## src/rtl/serial_sub_pkg.sv

```systemverilog
// Shared types for the bit-serial subtractor.
// FSM state encoding; 2'd3 is unused and recovers to idle.
package serial_sub_pkg;

  typedef enum logic [1:0] {
    S_IDLE  = 2'd0,
    S_SHIFT = 2'd1,
    S_DONE  = 2'd2
  } state_e;

  localparam int DEF_WIDTH = 8;

endpackage

```

## src/rtl/full_subtractor_cell.sv

```systemverilog
// One-bit full subtractor built from gate primitives.
// d = a ^ b ^ bin, bo = (~a & b) | (~(a ^ b) & bin).
module full_subtractor_cell (
  input  logic a,
  input  logic b,
  input  logic bin,
  output logic d,
  output logic bo
);

  logic t;
  logic na;
  logic nt;
  logic x1;
  logic x2;

  xor g_t  (t, a, b);
  xor g_d  (d, t, bin);
  not g_na (na, a);
  and g_x1 (x1, na, b);
  not g_nt (nt, t);
  and g_x2 (x2, nt, bin);
  or  g_bo (bo, x1, x2);

endmodule

```

## src/rtl/serial_full_subtractor.sv

```systemverilog
// Bit-serial a - b - bin, LSB first, one bit per enabled clock.
// One full-subtractor cell plus a registered borrow.
module serial_full_subtractor
  import serial_sub_pkg::*;
#(
  parameter int WIDTH = DEF_WIDTH
) (
  input  logic             clk,
  input  logic             rst_n,
  input  logic             ena,
  input  logic             start,
  input  logic [WIDTH-1:0] a,
  input  logic [WIDTH-1:0] b,
  input  logic             bin,
  output logic             busy,
  output logic             done,
  output logic [WIDTH-1:0] diff,
  output logic             bout
);

  localparam int CW = $clog2(WIDTH);
  localparam logic [CW-1:0] LAST = CW'(WIDTH - 1);

  state_e           state_q, state_d;
  logic [CW-1:0]    cnt_q, cnt_d;
  logic [WIDTH-1:0] opa_q, opa_d;
  logic [WIDTH-1:0] opb_q, opb_d;
  logic [WIDTH-1:0] diff_q, diff_d;
  logic             borrow_q, borrow_d;
  logic             bout_q, bout_d;
  logic             accept;
  logic             cell_d;
  logic             cell_bo;

  full_subtractor_cell u_cell (
    .a   (opa_q[0]),
    .b   (opb_q[0]),
    .bin (borrow_q),
    .d   (cell_d),
    .bo  (cell_bo)
  );

  // Next-state: accept/load, one bit step per enabled SHIFT cycle.
  always_comb begin
    state_d  = state_q;
    cnt_d    = cnt_q;
    opa_d    = opa_q;
    opb_d    = opb_q;
    diff_d   = diff_q;
    borrow_d = borrow_q;
    bout_d   = bout_q;
    accept   = ena & start &
               ((state_q == S_IDLE) | (state_q == S_DONE));
    if (accept) begin
      state_d  = S_SHIFT;
      cnt_d    = '0;
      opa_d    = a;
      opb_d    = b;
      borrow_d = bin;
      diff_d   = '0;
      bout_d   = 1'b0;
    end else if (ena) begin
      case (state_q)
        S_IDLE: state_d = S_IDLE;
        S_SHIFT: begin
          diff_d   = {cell_d, diff_q[WIDTH-1:1]};
          opa_d    = opa_q >> 1;
          opb_d    = opb_q >> 1;
          borrow_d = cell_bo;
          cnt_d    = cnt_q + 1'b1;
          if (cnt_q == LAST) begin
            bout_d  = cell_bo;
            state_d = S_DONE;
          end
        end
        S_DONE:  state_d = S_IDLE;
        default: state_d = S_IDLE;
      endcase
    end
  end

  // State and datapath registers, async active-low reset.
  always_ff @(posedge clk or negedge rst_n) begin
    if (!rst_n) begin
      state_q  <= S_IDLE;
      cnt_q    <= '0;
      opa_q    <= '0;
      opb_q    <= '0;
      diff_q   <= '0;
      borrow_q <= 1'b0;
      bout_q   <= 1'b0;
    end else begin
      state_q  <= state_d;
      cnt_q    <= cnt_d;
      opa_q    <= opa_d;
      opb_q    <= opb_d;
      diff_q   <= diff_d;
      borrow_q <= borrow_d;
      bout_q   <= bout_d;
    end
  end

  assign busy = (state_q == S_SHIFT);
  assign done = (state_q == S_DONE);
  assign diff = diff_q;
  assign bout = bout_q;

endmodule

```

## config.mk

```make
export PLATFORM = sky130hd
export DESIGN_NAME = serial_full_subtractor
export DESIGN_NICKNAME = d
export VERILOG_FILES = /design/src/rtl/serial_sub_pkg.sv /design/src/rtl/full_subtractor_cell.sv /design/src/rtl/serial_full_subtractor.sv
export SDC_FILE = /design/constraint.sdc
export NUM_CORES = 1
export LEC_CHECK = 0
export ABC_AREA = 1
export BUFFER_PORTS_ARGS = -buffer_cell sky130_fd_sc_hd__buf_2
export CORE_MARGIN = 5
export CORE_UTILIZATION = 58
export CTS_CLUSTER_DIAMETER = 40
export DETAILED_ROUTE_END_ITERATION = 12
export PLACE_DENSITY = 0.83
export SYNTH_ARGS = -nofsm -noshare
export SYNTH_HDL_FRONTEND = slang
export SYNTH_SLANG_ARGS = --single-unit
```

## constraint.sdc

```tcl
create_clock -name clk -period 1.91 [get_ports clk]
set_input_delay 0.382 -clock clk [delete_from_list [all_inputs] [get_ports clk]]
set_output_delay 0.382 -clock clk [all_outputs]
set_load 0.05 [all_outputs]
```

=== Word-level counts from Yosys, hierarchy flattened ===
Index checks and enable logic that the tools add are counted.

* Output and inout port bits: 11
* Bits of input ports: 21
* Logic and storage cells: 52
* Register bits after elaboration: 31

* Mux-type cells: 23
* $add $sub $neg: 1
* Bitwise logic cells: 10
* Reduce and logical (&&, ||, !) cells: 7
* Equality and inequality tests: 4

{| class="wikitable"
|+ Operator list
! kind !! count
|-
| $mux 8 || 9
|-
| $mux 3 || 3
|-
| $mux 2 || 4
|-
| $mux 1 || 7
|-
| $reduce_bool 2->1 || 3
|-
| $and 1x1->1 || 4
|-
| $reduce_and 2->1 || 2
|-
| $add 3x1->3 const B || 1
|-
| $eq 3x3->1 const B || 1
|-
| $ne 3x1->1 const B || 1
|-
| $reduce_and 3->1 || 1
|-
| $eq 2x1->1 const B || 1
|-
| $eq 2x2->1 const B || 1
|-
| $logic_not 2->1 || 1
|-
| $not 1->1 || 2
|-
| $or 1x1->1 || 2
|-
| $xor 1x1->1 || 2
|}

=== Longest topological paths before layout ===
Gate-level depths: netlist (run 1).

* Depth after elaboration: 8
* Gate-level depth with buffers: 7
* Depth with buffers taken out: 6

=== Cells and area by module ===
A second synthesis (run 1) with hierarchy kept.

* Cell total of the unflattened synthesis: 192
* Area total of the unflattened synthesis: 1,516.5 µm²

{| class="wikitable"
|+ Modules (own cells, without submodules)
! module !! cells an instance !! sequential area each (µm²) !! times used !! area each (µm²)
|-
| serial_full_subtractor || 188 || 775.7 || 1 || 1,485.2
|-
| full_subtractor_cell || 4 || 0.0 || 1 || 31.3
|}

=== Worst setup path after synthesis (run 1) ===
Ideal clock, no wire load.

* Path kind: reg-to-output
* Start: reg state_q[0]
* End: out done
* Required time: 1,528 ps
* Path buffers: 2
* Data arrival time: 1,323 ps
* Cell stages (with the launch flop): 4
* Path slack: 205 ps
* Cells stage by stage: dfrtp_1 buf_6 buf_4 nor2_1

* Word-level cells in the longest chain between the ends: 1

{| class="wikitable"
|+ RTL lines
! item !! RTL line !! text
|-
| from (decl) || serial_full_subtractor.sv:24 || <nowiki>state_e state_q, state_d;</nowiki>
|-
| from (signal assigned) || serial_full_subtractor.sv:93 || <nowiki>state_q <= state_d;</nowiki>
|-
| $eq 2x2->1 || serial_full_subtractor.sv:104 || <nowiki>assign done = (state_q == S_DONE);</nowiki>
|-
| to (decl) || serial_full_subtractor.sv:16 || <nowiki>output logic done,</nowiki>
|}

No other way between the ends.

=== Worst setup path in the final report (run 1) ===
* Start: reg state_q[1]
* End: out busy

* Word-level cells in the longest chain between the ends: 1

{| class="wikitable"
|+ RTL lines
! item !! RTL line !! text
|-
| $eq 2x1->1 || serial_full_subtractor.sv:103 || <nowiki>assign busy = (state_q == S_SHIFT);</nowiki>
|-
| to (decl) || serial_full_subtractor.sv:15 || <nowiki>output logic busy,</nowiki>
|}

No other way between the ends.

==> summary.md, run 1 <==
| Metric | Value |
|---|---|
| Drt pass-1 iters | `4` |
| Drt drc | `0` |
| Hold crit path type | `input port to async pin` |
| Initial antenna violation count | `0` |
| Synth unique cells | `21` |
| Clock Sinks | `31` |
| CTS buffer count | `5` |
| Average size of a mapped cell | `8.11 um2` |
| Slowest Stage Delay on Critical Path | `380 ps` |
| Clk_lat worst skew | `340 ps` |
| Routed vias/inst | `5.14` |
| Starting Density | `59.9%` |
| Slowest cell on crit path | `dfrtp_1` |
| Final min period | `1760 ps` |
| Outcome | `finished clean` |
| Rel. slew slack | `53.9%` |
| Sequential area share after synthesis | `47.4%` |
| GRT met2 Usage | `25.4%` |
| Yosys warns | `0` |
| CTS tree | `done` |
| Crit Path Category | `flop to output pin` |
| DRT iter0 DRCs | `69` |
| Syn nets | `226` |
| Finished Core Util | `67.0%` |
| Root buffer cell | `clkbuf_4` |
| CTS max path bufs | `2` |
| Clock Pin Slew Worst Setup and Hold Paths | `110 ps` |
| Crit. path cell count | `4` |
| Die height | `63.1 um` |
| WP data required | `1530 ps` |
| CP Launch Type | `flop` |
| Setup Buffers After CTS | `0` |
| Mapped Cells | `202` |
| Fin nets | `254` |
| GR Overflow Total | `0` |
| Most Crowded Layer GR | `met2` |
| Largest net degree at the start of global routing | `32` |
| Post-route ant nets | `0` |
| Die area | `3990 um2` |
| Routing usage on met1 | `22.6%` |
| Most common cell after layout, fill and taps aside | `nand2_1` |
| Synth Register Bits | `31` |
| Buf+Inv Stages, Crit Path | `3` |
| Via count | `1346` |
| Peak Freq | `567 MHz` |
| Leak | `1.06 nW` |
| Vias in the first global route | `1210` |
| Post-Syn Area | `1640 um2` |
| Crit-path cells | `inv_2 > nand2_1 > inv_1 > buf_2` |
| Ant. Diodes | `0` |
| Hold Violations, Final | `0` |
| Number of port buffers | `31` |
| Area grow syn2layout | `11.8%` |
| Tot Pwr | `2.72 mW` |
| Max_cap viols | `0` |
| RSZ-0062 raised after global routing | `no` |
| Crit-path leading delay family | `buffers and inverters` |
| Hold-fix buffers, CTS | `0` |
| Clk_skew | `10.5 ps` |
| First-pass GRT wire length | `5.41 mm` |
| Max VDD drop | `1190 uV` |
| Post-DP HPWL | `2.12 mm` |
| Share of layout cells above drive strength 1 | `22.1%` |
| All-Layer GR Usage | `17.1%` |
| # H-tree levels | `2` |
| Final Setup Violations | `0` |
| DR WL/cell | `12.4 um` |
| Met3 global-route usage | `7.64%` |
| Pwr dens | `1490 nW/um2` |
| Gp weighted congestion | `0.755` |
| CP endpoint kind | `output pin` |
| R2R cell count | `4` |
| Largest fanout on the critical path | `16` |
| Die Wd | `63.1 um` |
| Setup tns final | `0 ps` |
| Core ar. | `2730 um2` |
| Core Rows | `19` |
| Slew Limit Fails | `0` |
| Final worst path period share | `92.3%` |
| Final WL | `3.25 mm` |
| Most frequent cells in the layout | `nand2_1 (60), buf_2 (31), dfrtp_1 (30), nand3_1 (27), inv_1 (24)` |
| Least-Margin Pin Slew | `692 ps` |
| CP arrival | `1380 ps` |
| I/O pin count | `32` |
==> routing by layer <==
metal | share of wire (%) | up-vias
met5 | 0 | -
met4 | 0.98 | 0
met3 | 7.9 | 4
met2 | 43 | 42
met1 | 48 | 613
li1 | - | 687
==> report_power, final <==
group	internal [mW]	switching (mW)	leakage [nW]
clock network	0.309	0.235	0.0482
registers	0.910	0.145	0.389
logic	0.333	0.788	0.622
==> what timing repair did <==
action / in CTS / in global routing
setup endpoints to repair: 0 / 1
gates resized for setup: 0 / 1
endpoints found under the hold margin: 0 / 0
==> path summary, 6_finish.rpt <==
path,startpoint,to,slack [ps]
worst max-delay path,state_q[1]$_DFFE_PN0P_,busy,150
worst min-delay path,rst_n,opa_q[5]$_DFFE_PN0P_,70
worst max register to register,state_q[0]$_DFFE_PN0P_,opa_q[2]$_DFFE_PN0P_,450
worst min register to register,cnt_q[0]$_DFFE_PN0P_,cnt_q[0]$_DFFE_PN0P_,480
max in group asynchronous,rst_n,state_q[0]$_DFFE_PN0P_,1350
min in group clk,b[7],opb_q[7]$_DFFE_PN0P_,230
==> registers in the layout (all words and copies together) (netlist names) <==
name      count
borrow_q      1
bout          1
state_q       2
cnt_q         3
diff          8
opa_q         8
opb_q         8
==> through the flow <==
| step | instances | hold slack (ps) | setup WS, ps | area [um2] |
|---|---|---|---|---|
| final | 262 | 72.2 | 146 | 1830 |
| after detailed placement | 254 | 460 | 324 | 1740 |
| after CTS | 262 | 80.4 | 4.18 | 1830 |
| after floorplan | 202 | 86.4 | 205 | 1640 |
| after global routing | 262 | 107 | 73.4 | 1830 |
| after global placement | 254 | 464 | 400 | 1740 |
==> worst register-to-register path: cells and delay by family, from the launching register on <==
kind / cells / cell delay [ps]
DFF: 1 / 550
and+or+nand+nor: 3 / 540
buffers and inverters: 1 / 270
==> cells by family after synthesis <==
kind of cell               count (synthesis)  share of synthesized area [%]
and+or+nand+nor                          125                           36.0
buffers and inverters                     39                           12.7
DFF                                       31                           47.4
AOI/OAI and AO/OA                          4                           1.22
adders and majority gates                  3                           2.75
==> cell usage after synthesis (all sizes together) <==
| library cell | count | area share, % |
|---|---|---|
| o21ai | 3 | 0.92 |
| nand3 | 29 | 10 |
| a21oi | 1 | 0.31 |
| nand2 | 62 | 15 |
| fa | 1 | 1.2 |
| buf | 12 | 6.3 |
| ha | 2 | 1.5 |
| clkinv | 1 | 0.31 |
| nand4 | 12 | 4.6 |
| nor2 | 22 | 6.2 |
| inv | 26 | 6.1 |
| dfrtp | 31 | 47 |
==> layout make-up <==
cell class / count / area (um2)
clock buffers: 6 / 51.3
clock inverters: 2 / 35.0
fillers: 244 / 902
inverters: 27 / 105
multi-input cells: 132 / 654
flip-flops and latches: 31 / 777
well taps: 31 / 38.8
repair buffers: 33 / 170
Power figures use the tool's default switching activity.
==> run 2, diff against run 1 <==
--- a/constraint.sdc
+++ b/constraint.sdc
@@ -3,2 +3,2 @@
 set_output_delay 0.382 -clock clk [all_outputs]
-set_load 0.05 [all_outputs]
+set_load 0.01 [all_outputs]
==> summary.md, run 2 (same netlist as run 1, synthesis figures left out) <==
| Metric | Value |
|---|---|
| Outcome | `finished clean (unchanged)` |
| Final setup margin | `263 ps (was 146 ps)` |
| Vias in the first global route | `1258 (was 1210)` |
| Gp weighted congestion | `0.801 (was 0.755)` |
| Crit Reg-Reg Endpoint | `diff[3]$_DFFE_PN0P_ (was opa_q[2]$_DFFE_PN0P_)` |
| Max VDD drop | `926 uV (was 1190 uV)` |
| Rel. slew slack | `55.2% (was 53.9%)` |
| Ant. Diodes | `0 (unchanged)` |
| Peak Freq | `607 MHz (was 567 MHz)` |
| Hold Violations, Final | `0 (unchanged)` |
| Max_cap viols | `0 (unchanged)` |
| Clock share of power | `16.0% (was 20.0%)` |
| Clk_lat worst skew | `340 ps (about the same)` |
| Clk_skew | `6.36 ps (was 10.5 ps)` |
| Drt pass-1 iters | `4 (unchanged)` |
| CP endpoint kind | `output pin (unchanged)` |
| Setup tns final | `0 ps (unchanged)` |
| Finished Core Util | `66.2% (was 67.0%)` |
| R2R cell count | `5 (was 4)` |
| Hold crit path type | `input port to async pin (unchanged)` |
| Slowest Stage Delay on Critical Path | `480 ps (was 380 ps)` |
| # H-tree levels | `2 (unchanged)` |
| CP arrival | `1260 ps (was 1380 ps)` |
| Switch share | `38.9% (was 42.9%)` |
| Post-route ant nets | `0 (unchanged)` |
| Final worst path period share | `86.2% (was 92.3%)` |
| Pwr dens | `1260 nW/um2 (was 1490 nW/um2)` |
| Setup Buffers After CTS | `0 (unchanged)` |
| Final Setup Violations | `0 (unchanged)` |
| Crit-path leading delay family | `flip-flops (was buffers and inverters)` |
| Die Wd | `63.1 um (unchanged)` |
| Slew Limit Fails | `0 (unchanged)` |
| Crit-path cells | `buf_4 > nor2_1 > buf_2 (was inv_2 > nand2_1 > inv_1 > buf_2)` |
| CTS buffer count | `5 (unchanged)` |
| Buf+Inv Stages, Crit Path | `2 (was 3)` |
| Final min period | `1650 ps (was 1760 ps)` |
| Most common cell after layout, fill and taps aside | `nand2_1 (unchanged)` |
| Seq pwr share | `45.7% (was 38.8%)` |
| Leak | `1.05 nW (was 1.06 nW)` |
| Drt drc | `0 (unchanged)` |
| Post-DP HPWL | `2.13 mm (was 2.12 mm)` |
| Slowest cell on crit path | `dfrtp_1 (unchanged)` |
| All-Layer GR Usage | `17.6% (was 17.1%)` |
| CP Launch Type | `flop (unchanged)` |
| Least-Margin Pin Slew | `673 ps (was 692 ps)` |
| Root buffer cell | `clkbuf_4 (unchanged)` |
| GR Overflow Total | `0 (unchanged)` |
| Share of layout cells above drive strength 1 | `21.5% (was 22.1%)` |
| Hold-fix buffers, CTS | `0 (unchanged)` |
| Area grow syn2layout | `10.5% (was 11.8%)` |
| Number of port buffers | `31 (unchanged)` |
| CTS tree | `done (unchanged)` |
| Largest fanout on the critical path | `9 (was 16)` |
| DR WL/cell | `12.2 um (was 12.4 um)` |
| WP data required | `1530 ps (about the same)` |
| Final WL | `3.21 mm (was 3.25 mm)` |
| I/O pin count | `32 (unchanged)` |
| Starting Density | `59.9% (unchanged)` |
| Via count | `1340 (was 1346)` |
| Routed vias/inst | `5.08 (was 5.14)` |
| Core Rows | `19 (unchanged)` |
| Place WS | `503 ps (was 324 ps)` |
| Combinational Power Share | `38.3% (was 41.2%)` |
| Crit Path Category | `flop to output pin (unchanged)` |
| Die height | `63.1 um (unchanged)` |
| Fillers | `256 (was 244)` |
| Int Pwr | `1.40 mW (was 1.55 mW)` |
| CTS max path bufs | `2 (unchanged)` |
| Initial antenna violation count | `0 (unchanged)` |
| Largest net degree at the start of global routing | `32 (unchanged)` |
| Most frequent cells in the layout | `nand2_1 (60), dfrtp_1 (31), buf_2 (31), nand3_1 (27), inv_1 (24) (was nand2_1 (60), buf_2 (31), dfrtp_1 (30), nand3_1 (27), inv_1 (24))` |
| DRT iter0 DRCs | `99 (was 69)` |
| Clock Pin Slew Worst Setup and Hold Paths | `90 ps (was 110 ps)` |
| Fin nets | `256 (was 254)` |
| Die area | `3990 um2 (unchanged)` |
| First-pass GRT wire length | `5.45 mm (was 5.41 mm)` |
| FF-to-FF Start | `state_q[0]$_DFFE_PN0P_ (unchanged)` |
| Post-CTS sizing | `0 (unchanged)` |
| RSZ-0062 raised after global routing | `no (unchanged)` |
| Clock Sinks | `31 (unchanged)` |
| NetSw | `887 uW (was 1.17 mW)` |
| Flop2flop setup slack | `570 ps (was 450 ps)` |
| Core ar. | `2730 um2 (unchanged)` |
run 2: cell types whose count changed in the layout (fill, tap and decap cells not counted):
cell / delta
buf_4: +2
clkbuf_1: +2
bufinv_16: -1
clkbuf_8: -1
dfrtp_1: +1
dfrtp_2: -1
run 2: worst max-delay path by stage:
stage,start,end,slack [ps],depth (start not counted)
global route,state_q[0]$_DFFE_PN0P_,done,180,3
finish,state_q[0]$_DFFE_PN0P_,done,260,3
floorplan,state_q[0]$_DFFE_PN0P_,done,690,3
detailed placement,ena,opa_q[5]$_DFFE_PN0P_,500,5
CTS,state_q[0]$_DFFE_PN0P_,done,250,3
global placement,ena,opa_q[5]$_DFFE_PN0P_,540,5
run 2: area by class of cell:
type / instances / area [um2] / area share, %
Clock inverter: 1 / 5.00 / 0.277
Multi-Input combinational cell: 132 / 654 / 36.2
Inverter: 27 / 105 / 5.81
Tap cell: 31 / 38.8 / 2.14
Timing Repair Buffer: 35 / 185 / 10.2
Clock buffer: 7 / 45.0 / 2.49
Sequential cell: 31 / 776 / 42.9
run 2: per-stage QoR:
stage | cells | area, um2 | hold WS (ps) | total power [mW]
6_report | 264 | 1810 | 59.1 | 2.28
3_5_place_dp | 256 | 1760 | 453 | 1.93
2_1_floorplan | 202 | 1640 | 86.4 | 1.70
5_1_grt | 264 | 1810 | 114 | 2.50
4_1_cts | 264 | 1810 | 77.5 | 2.30
3_3_place_gp | 256 | 1760 | 464 | 1.90
run 2: power by group through the flow:
stage	registers, mW	clock network [mW]	logic [mW]
floorplan	1.06	0	0.632
global placement	1.05	0	0.850
finish	1.04	0.366	0.874
global route	1.07	0.410	1.02
detailed placement	1.05	0	0.877
CTS	1.04	0.376	0.886
run 2: metal layers:
metal  vias to the layer above  GRT usage, %  share of wire, %
met5                         -             0                 0
met4                         0          10.3               2.6
met3                         7          5.51               6.0
met2                        37          26.5                46
met1                       606          22.0                45
li1                        690             -                 -
